File: src/rtl/coin_change_payout_pkg.sv
// Shared definitions for the coin change payout stage: coin values,
// payout FSM state encoding and the coin-select enumeration.
package coin_pkg;

    localparam int CENTS_QUARTER = 25;
    localparam int CENTS_DIME    = 10;
    localparam int CENTS_NICKEL  = 5;
    localparam int CENTS_PENNY   = 1;

    typedef enum logic [2:0] {
        ST_IDLE   = 3'd0,
        ST_SELECT = 3'd1,
        ST_EJECT  = 3'd2,
        ST_GAP    = 3'd3,
        ST_DONE   = 3'd4
    } payout_state_e;

    typedef enum logic [2:0] {
        COIN_NONE = 3'd0,
        COIN_Q    = 3'd1,
        COIN_D    = 3'd2,
        COIN_N    = 3'd3,
        COIN_P    = 3'd4
    } coin_sel_e;

    // Cent value of a selected coin; NONE is worth nothing.
    function automatic int unsigned coin_cents(input coin_sel_e coin);
        int unsigned cents;
        case (coin)
            COIN_Q:  cents = CENTS_QUARTER;
            COIN_D:  cents = CENTS_DIME;
            COIN_N:  cents = CENTS_NICKEL;
            COIN_P:  cents = CENTS_PENNY;
            default: cents = 0;
        endcase
        return cents;
    endfunction

endpackage

File: src/rtl/coin_pulse_timer.sv
// Loadable down-counter used to time both the eject pulse and the idle gap
// that follows it. expire is high whenever the count has reached zero, so a
// load value of K gives K+1 cycles before expire is seen.
module coin_pulse_timer #(
    parameter int CNT_W = 2
) (
    input  logic             clk,
    input  logic             rst,
    input  logic             load,
    input  logic [CNT_W-1:0] load_value,
    output logic             expire
);

    logic [CNT_W-1:0] count_q;

    // Load on request, otherwise count down and park at zero.
    always_ff @(posedge clk) begin
        if (rst) begin
            count_q <= '0;
        end else if (load) begin
            count_q <= load_value;
        end else if (count_q != '0) begin
            count_q <= count_q - CNT_W'(1);
        end
    end

    assign expire = (count_q == '0);

endmodule

File: src/rtl/coin_change_payout.sv
// Change payout stage: pays a requested amount greedily (largest coin first),
// one timed solenoid pulse per coin, tracking tube inventories and reporting
// any amount that could not be paid.
// Optional feature: define CHANGE_PENNY_EN to add a penny tube and its eject
// line; without it, amounts are only paid down to a multiple of 5.
module coin_change_payout
    import coin_pkg::*;
#(
    parameter int AMT_W     = 9,
    parameter int TUBE_W    = 4,
    parameter int TUBE_INIT = 10,
    parameter int TUBE_MAX  = 15,
    parameter int PULSE_CYC = 2,
    parameter int GAP_CYC   = 1
) (
    input  logic              clk,
    input  logic              rst,
    input  logic              req_valid,
    input  logic [AMT_W-1:0]  req_amount,
    output logic              req_ready,
    input  logic              refill,
    output logic              eject_quarter,
    output logic              eject_dime,
    output logic              eject_nickel,
`ifdef CHANGE_PENNY_EN
    output logic              eject_penny,
    output logic [TUBE_W-1:0] p_cnt,
`endif
    output logic              done,
    output logic              short,
    output logic [AMT_W-1:0]  remainder,
    output logic [TUBE_W-1:0] q_cnt,
    output logic [TUBE_W-1:0] d_cnt,
    output logic [TUBE_W-1:0] n_cnt
);

    // The timer only ever holds PULSE_CYC-1 or GAP_CYC-1.
    localparam int TMR_MAX = (PULSE_CYC > GAP_CYC) ? PULSE_CYC : GAP_CYC;
    localparam int TMR_W   = (TMR_MAX > 1) ? $clog2(TMR_MAX) : 1;

    payout_state_e     state_q, state_d;
    coin_sel_e         coin_q, coin_d;
    coin_sel_e         pick;
    logic [AMT_W-1:0]  pick_value;
    logic [AMT_W-1:0]  rem_q, rem_d;
    logic [AMT_W-1:0]  remainder_q, remainder_d;
    logic [TUBE_W-1:0] q_cnt_q, q_cnt_d;
    logic [TUBE_W-1:0] d_cnt_q, d_cnt_d;
    logic [TUBE_W-1:0] n_cnt_q, n_cnt_d;
`ifdef CHANGE_PENNY_EN
    logic [TUBE_W-1:0] p_cnt_q, p_cnt_d;
`endif

    logic              timer_load;
    logic [TMR_W-1:0]  timer_value;
    logic              timer_expire;

    // The same counter times the eject pulse and the gap after it.
    coin_pulse_timer #(
        .CNT_W (TMR_W)
    ) u_timer (
        .clk        (clk),
        .rst        (rst),
        .load       (timer_load),
        .load_value (timer_value),
        .expire     (timer_expire)
    );

    // Greedy coin choice from the current remainder and stock; empty tubes are skipped.
    always_comb begin
        pick = COIN_NONE;
        if ((rem_q >= AMT_W'(CENTS_QUARTER)) && (q_cnt_q != '0)) begin
            pick = COIN_Q;
        end else if ((rem_q >= AMT_W'(CENTS_DIME)) && (d_cnt_q != '0)) begin
            pick = COIN_D;
        end else if ((rem_q >= AMT_W'(CENTS_NICKEL)) && (n_cnt_q != '0)) begin
            pick = COIN_N;
`ifdef CHANGE_PENNY_EN
        end else if ((rem_q >= AMT_W'(CENTS_PENNY)) && (p_cnt_q != '0)) begin
            pick = COIN_P;
`endif
        end
        pick_value = AMT_W'(coin_cents(pick));
    end

    // Timer is armed with the pulse length when a coin is picked and with the gap length when the pulse ends.
    always_comb begin
        timer_load  = 1'b0;
        timer_value = TMR_W'(PULSE_CYC - 1);
        if ((state_q == ST_SELECT) && (pick != COIN_NONE)) begin
            timer_load  = 1'b1;
            timer_value = TMR_W'(PULSE_CYC - 1);
        end else if ((state_q == ST_EJECT) && timer_expire) begin
            timer_load  = 1'b1;
            timer_value = TMR_W'(GAP_CYC - 1);
        end
    end

    // State register.
    always_ff @(posedge clk) begin
        if (rst) begin
            state_q <= ST_IDLE;
        end else begin
            state_q <= state_d;
        end
    end

    // Next-state logic; refill in IDLE blocks acceptance of a same-cycle request.
    always_comb begin
        state_d = state_q;
        case (state_q)
            ST_IDLE: begin
                if (!refill && req_valid) begin
                    state_d = ST_SELECT;
                end
            end
            ST_SELECT: begin
                if (pick == COIN_NONE) begin
                    state_d = ST_DONE;
                end else begin
                    state_d = ST_EJECT;
                end
            end
            ST_EJECT: begin
                if (timer_expire) begin
                    state_d = ST_GAP;
                end
            end
            ST_GAP: begin
                if (timer_expire) begin
                    state_d = ST_SELECT;
                end
            end
            ST_DONE: begin
                state_d = ST_IDLE;
            end
            default: begin
                state_d = ST_IDLE;
            end
        endcase
    end

    // Datapath next values: latch the amount on accept, pay one coin per SELECT, capture the leftover on finish.
    always_comb begin
        rem_d       = rem_q;
        remainder_d = remainder_q;
        coin_d      = coin_q;
        q_cnt_d     = q_cnt_q;
        d_cnt_d     = d_cnt_q;
        n_cnt_d     = n_cnt_q;
`ifdef CHANGE_PENNY_EN
        p_cnt_d     = p_cnt_q;
`endif
        case (state_q)
            ST_IDLE: begin
                if (refill) begin
                    q_cnt_d = TUBE_W'(TUBE_MAX);
                    d_cnt_d = TUBE_W'(TUBE_MAX);
                    n_cnt_d = TUBE_W'(TUBE_MAX);
`ifdef CHANGE_PENNY_EN
                    p_cnt_d = TUBE_W'(TUBE_MAX);
`endif
                end else if (req_valid) begin
                    rem_d = req_amount;
                end
            end
            ST_SELECT: begin
                if (pick != COIN_NONE) begin
                    rem_d  = rem_q - pick_value;
                    coin_d = pick;
                    case (pick)
                        COIN_Q:  q_cnt_d = q_cnt_q - TUBE_W'(1);
                        COIN_D:  d_cnt_d = d_cnt_q - TUBE_W'(1);
                        COIN_N:  n_cnt_d = n_cnt_q - TUBE_W'(1);
`ifdef CHANGE_PENNY_EN
                        COIN_P:  p_cnt_d = p_cnt_q - TUBE_W'(1);
`endif
                        default: ;
                    endcase
                end else begin
                    remainder_d = rem_q;
                end
            end
            default: ;
        endcase
    end

    // Datapath registers, returned to their reset values on rst.
    always_ff @(posedge clk) begin
        if (rst) begin
            rem_q       <= '0;
            remainder_q <= '0;
            coin_q      <= COIN_NONE;
            q_cnt_q     <= TUBE_W'(TUBE_INIT);
            d_cnt_q     <= TUBE_W'(TUBE_INIT);
            n_cnt_q     <= TUBE_W'(TUBE_INIT);
`ifdef CHANGE_PENNY_EN
            p_cnt_q     <= TUBE_W'(TUBE_INIT);
`endif
        end else begin
            rem_q       <= rem_d;
            remainder_q <= remainder_d;
            coin_q      <= coin_d;
            q_cnt_q     <= q_cnt_d;
            d_cnt_q     <= d_cnt_d;
            n_cnt_q     <= n_cnt_d;
`ifdef CHANGE_PENNY_EN
            p_cnt_q     <= p_cnt_d;
`endif
        end
    end

    // Outputs decoded from state; only the latched coin's line can be high, and only during EJECT.
    always_comb begin
        req_ready     = (state_q == ST_IDLE) && !refill;
        eject_quarter = (state_q == ST_EJECT) && (coin_q == COIN_Q);
        eject_dime    = (state_q == ST_EJECT) && (coin_q == COIN_D);
        eject_nickel  = (state_q == ST_EJECT) && (coin_q == COIN_N);
`ifdef CHANGE_PENNY_EN
        eject_penny   = (state_q == ST_EJECT) && (coin_q == COIN_P);
        p_cnt         = p_cnt_q;
`endif
        done          = (state_q == ST_DONE);
        short         = (state_q == ST_DONE) && (rem_q != '0);
        remainder     = remainder_q;
        q_cnt         = q_cnt_q;
        d_cnt         = d_cnt_q;
        n_cnt         = n_cnt_q;
    end

endmodule
File: config.mk
export PLATFORM = sky130hd
export DESIGN_NAME = coin_change_payout
export DESIGN_NICKNAME = d
export VERILOG_FILES = /design/src/rtl/coin_change_payout_pkg.sv /design/src/rtl/coin_pulse_timer.sv /design/src/rtl/coin_change_payout.sv
export SDC_FILE = /design/constraint.sdc
export NUM_CORES = 1
export LEC_CHECK = 0
export CORE_MARGIN = 1
export CORE_UTILIZATION = 56
export CTS_CLUSTER_DIAMETER = 40
export DETAILED_ROUTE_END_ITERATION = 8
export PLACE_DENSITY_LB_ADDON = 0.12
export SYNTH_ARGS = -nofsm -noshare
export SYNTH_HDL_FRONTEND = slang
export SYNTH_SLANG_ARGS = --single-unit
File: constraint.sdc
create_clock -name clk -period 7.33 [get_ports clk]
set_input_delay 1.466 -clock clk [delete_from_list [all_inputs] [get_ports clk]]
set_output_delay 1.466 -clock clk [all_outputs]
set_load 0.02 [all_outputs]
==> impl_results.md <==
- Root Driver: clkbuf_8
- Cell count after synthesis: 270
- Syn Nets: 296
- Peak Freq: 236 MHz
- HPWL Detailed: 3.43 mm
- Antenna violations before repair: 0
- CP Data Required Time: 5.86 ns
- Pwr/cell area: 360 nW/um2
- Max clock buf depth: 2
- Worst Path Arrival: 2.78 ns
- Max cap viols: 0
- Largest net degree at the start of global routing: 38
- CTS H-tree depth: 2
- Total grt overflow: 0
- Syn Std Cell Area: 2110 um2
- Number of port buffers: 39
- Buf/Inv on CP: 2
- Final setup fails: 0
- Vias in the first global route: 1,818
- Netlist cell types: 50
- Setup TNS: 0 ns
- CTS resizes: 0
- Crit path capture type: output port
- Syn Area/Cell: 7.80 um2
- Cells on worst reg2reg path: 12
- Synth area leaders: dfxtp_1, nand2_1, ha_1
- Sw frac: 45.1%
- Part of the power in registers: 28.3%
- Startpoint Class: primary input
- Status: finished clean
- Detail Route Antenna Nets: 0
- Worst slew margin: 35.5%
- Crit-path cells: clkdlybuf4s50_1, nor4_1, clkdlybuf4s50_1
- Min cycle time layout: 4.24 ns
- Critical path type: in -> out
- Layout Cells excl Fill: 351
- CP max stage delay: 0.65 ns
- Post-CTS Setup Bufs: 0
- Placed Cells incl. Taps: 343
- Total GRT Usage: 26.7%
- Avg WL per Cell: 13.8 um
- I/O pin cnt: 40
- Vias: 2,052
- Worst skew pair latency: 0.30 ns
- Vias/cell: 5.85
- Top cells by count, synth: nand2_1, dfxtp_1, a21oi_1
- Cell with the most instances after synthesis: nand2_1
- Max-slew violation count: 0
- Synth async-reset ratio: 0%
- Cell mode on critical path: clkdlybuf4s50_1
- Full die area: 4010 um2
- Pleak: 1.00 nW
- Proportion of layout cells with a drive suffix above 1: 5.25%
- Pint: 0.000514 W
- #FFs+latches synth: 36
- Antenna fix cells: 0
- 1st-iter DRT viols: 226
- Worst path slowest cell: clkdlybuf4s50_1
- Die height: 63.3 um
- Peak supply drop: 0.290 mV
- Main synth FF type: dfxtp_1
- Die X: 63.3 um
- Share of the synthesized area in the top cell type: 34.2%
- EDFF count, synth: 0
- Final Hold Fails: 0
- Worst Hold Class: reg -> reg
- CTS tree: yes
- WP depth: 3
- Routed wire length: 4.85 mm
- Min-Delay Path Depth: 2
- CORE AREA: 3470 um2
- Final period util: 57.9%
- CTS buffer count: 5
- Initial Utilization: 60.8%
- Clock power frac: 15.8%
- Worst Skew: 0.00899 ns
- Sequential fraction of the synthesis area: 34.2%
- YS warnings: 0
- Synth area leader: dfxtp_1
- Post-layout nets: 330
- Row cnt: 21
- RSZ-0062 raised after global routing: no
- Net Sw Power: 0.000422 W
- Area Overhead vs Synth: 23.3%
- Remaining DRCs: 0
- Comb pwr share: 55.9%
- Critical path fanouts, max: 3
- # fillers: 301
- RD Place Congestion: 0.818
- Clk sinks: 36
- DRT Pass-1 Iters: 4
- First-pass GRT wire length: 8.59 mm
- Worst Tran Pin Value: 0.960 ns
- Cts-stage hold buffer count: 0
- Family with the most delay on the worst path: buffers and inverters
- Clk slew on worst S/H paths: 0.07 ns
## cell families (layout without fill, tap and decap cells)
logic type               Yosys count  count (layout)  share of synthesized area [%]
AND/OR/NAND/NOR                  112             112                           26.8
AO/OA/AOI/OAI                     79              79                           24.9
flip-flops                        36              36                           34.2
buffers and inverters             29              64                           5.58
adder cells (fa/ha/maj)           13              13                           8.08
XOR/XNOR                           1               1                          0.416
## layout make-up
cell class / count / area [um2] / share of cell area, %
tap: 46 / 57.6 / 2.22
clock inverter: 2 / 10.0 / 0.385
timing repair buffer: 40 / 398 / 15.3
sequential: 36 / 721 / 27.7
inverter: 16 / 60.1 / 2.31
clock buffer: 6 / 82.6 / 3.18
multi-input combinational: 205 / 1270 / 48.8
## state kept, by name (all words and copies together) (netlist names)
register,flops
state_q,3
rem_q,9
remainder,9
coin_q,2
n_cnt,4
u_timer.count_q,1
q_cnt,4
d_cnt,4
## worst min-delay path: cells and delay by family, from the launching register on
family | cells | cell delay [ns]
flops | 1 | 0.31
simple gates | 1 | 0.05
compound gates | 1 | 0.05
## routing by layer
| layer | track usage [%] | share of wire, % |
|---|---|---|
| met3 | 5.98 | 4.8 |
| met4 | 7.67 | 1.3 |
| met1 | 36.3 | 48 |
| met2 | 42.2 | 45 |
| met5 | 0 | 0 |
## power groups by stage
stage,clock network (W),logic (W),registers [W]
final,0.000148,0.000523,0.000265
after global routing,0.000160,0.000589,0.000271
after CTS,0.000149,0.000522,0.000263
after detailed placement,0,0.000516,0.000267
after global placement,0,0.000505,0.000267
after floorplan,0,0.000397,0.000265
## metrics by stage
stage	power (W)	utilization, %	hold slack, ns	area, um2	setup slack (ns)
after floorplan	0.000662	-	0.458	2110	3.77
after global placement	0.000772	72.2	0.442	2500	3.15
after detailed placement	0.000784	72.2	0.449	2500	3.09
after CTS	0.000935	74.9	0.458	2600	3.09
after global routing	0.00102	74.9	0.476	2600	2.99
final	0.000936	74.9	0.455	2600	3.09
## cells in the final DEF, fill, tap and decap left out, types with 3 or more instances in the layout
master	instances
dfxtp_1	36
o21ai_0	13
nor3b_1	3
ha_1	12
nand2b_1	10
nor3_1	10
a31oi_1	4
a21o_1	3
clkbuf_8	6
nand3_1	7
nor2b_1	5
inv_1	16
nand2_1	42
a21oi_1	24
or4_1	3
a211oi_1	7
nand3b_1	3
o21a_1	4
nor2_1	17
clkdlybuf4s50_1	39
## worst paths after layout
kind                            slack (ns)          from            to
worst min-delay path                  0.46  remainder[6]  remainder[6]
worst max-delay path                  3.09        refill     req_ready
worst max register to register        3.60      rem_q[1]      rem_q[8]
worst min register to register        0.46  remainder[6]  remainder[6]
(Power assumes the default switching activity.)
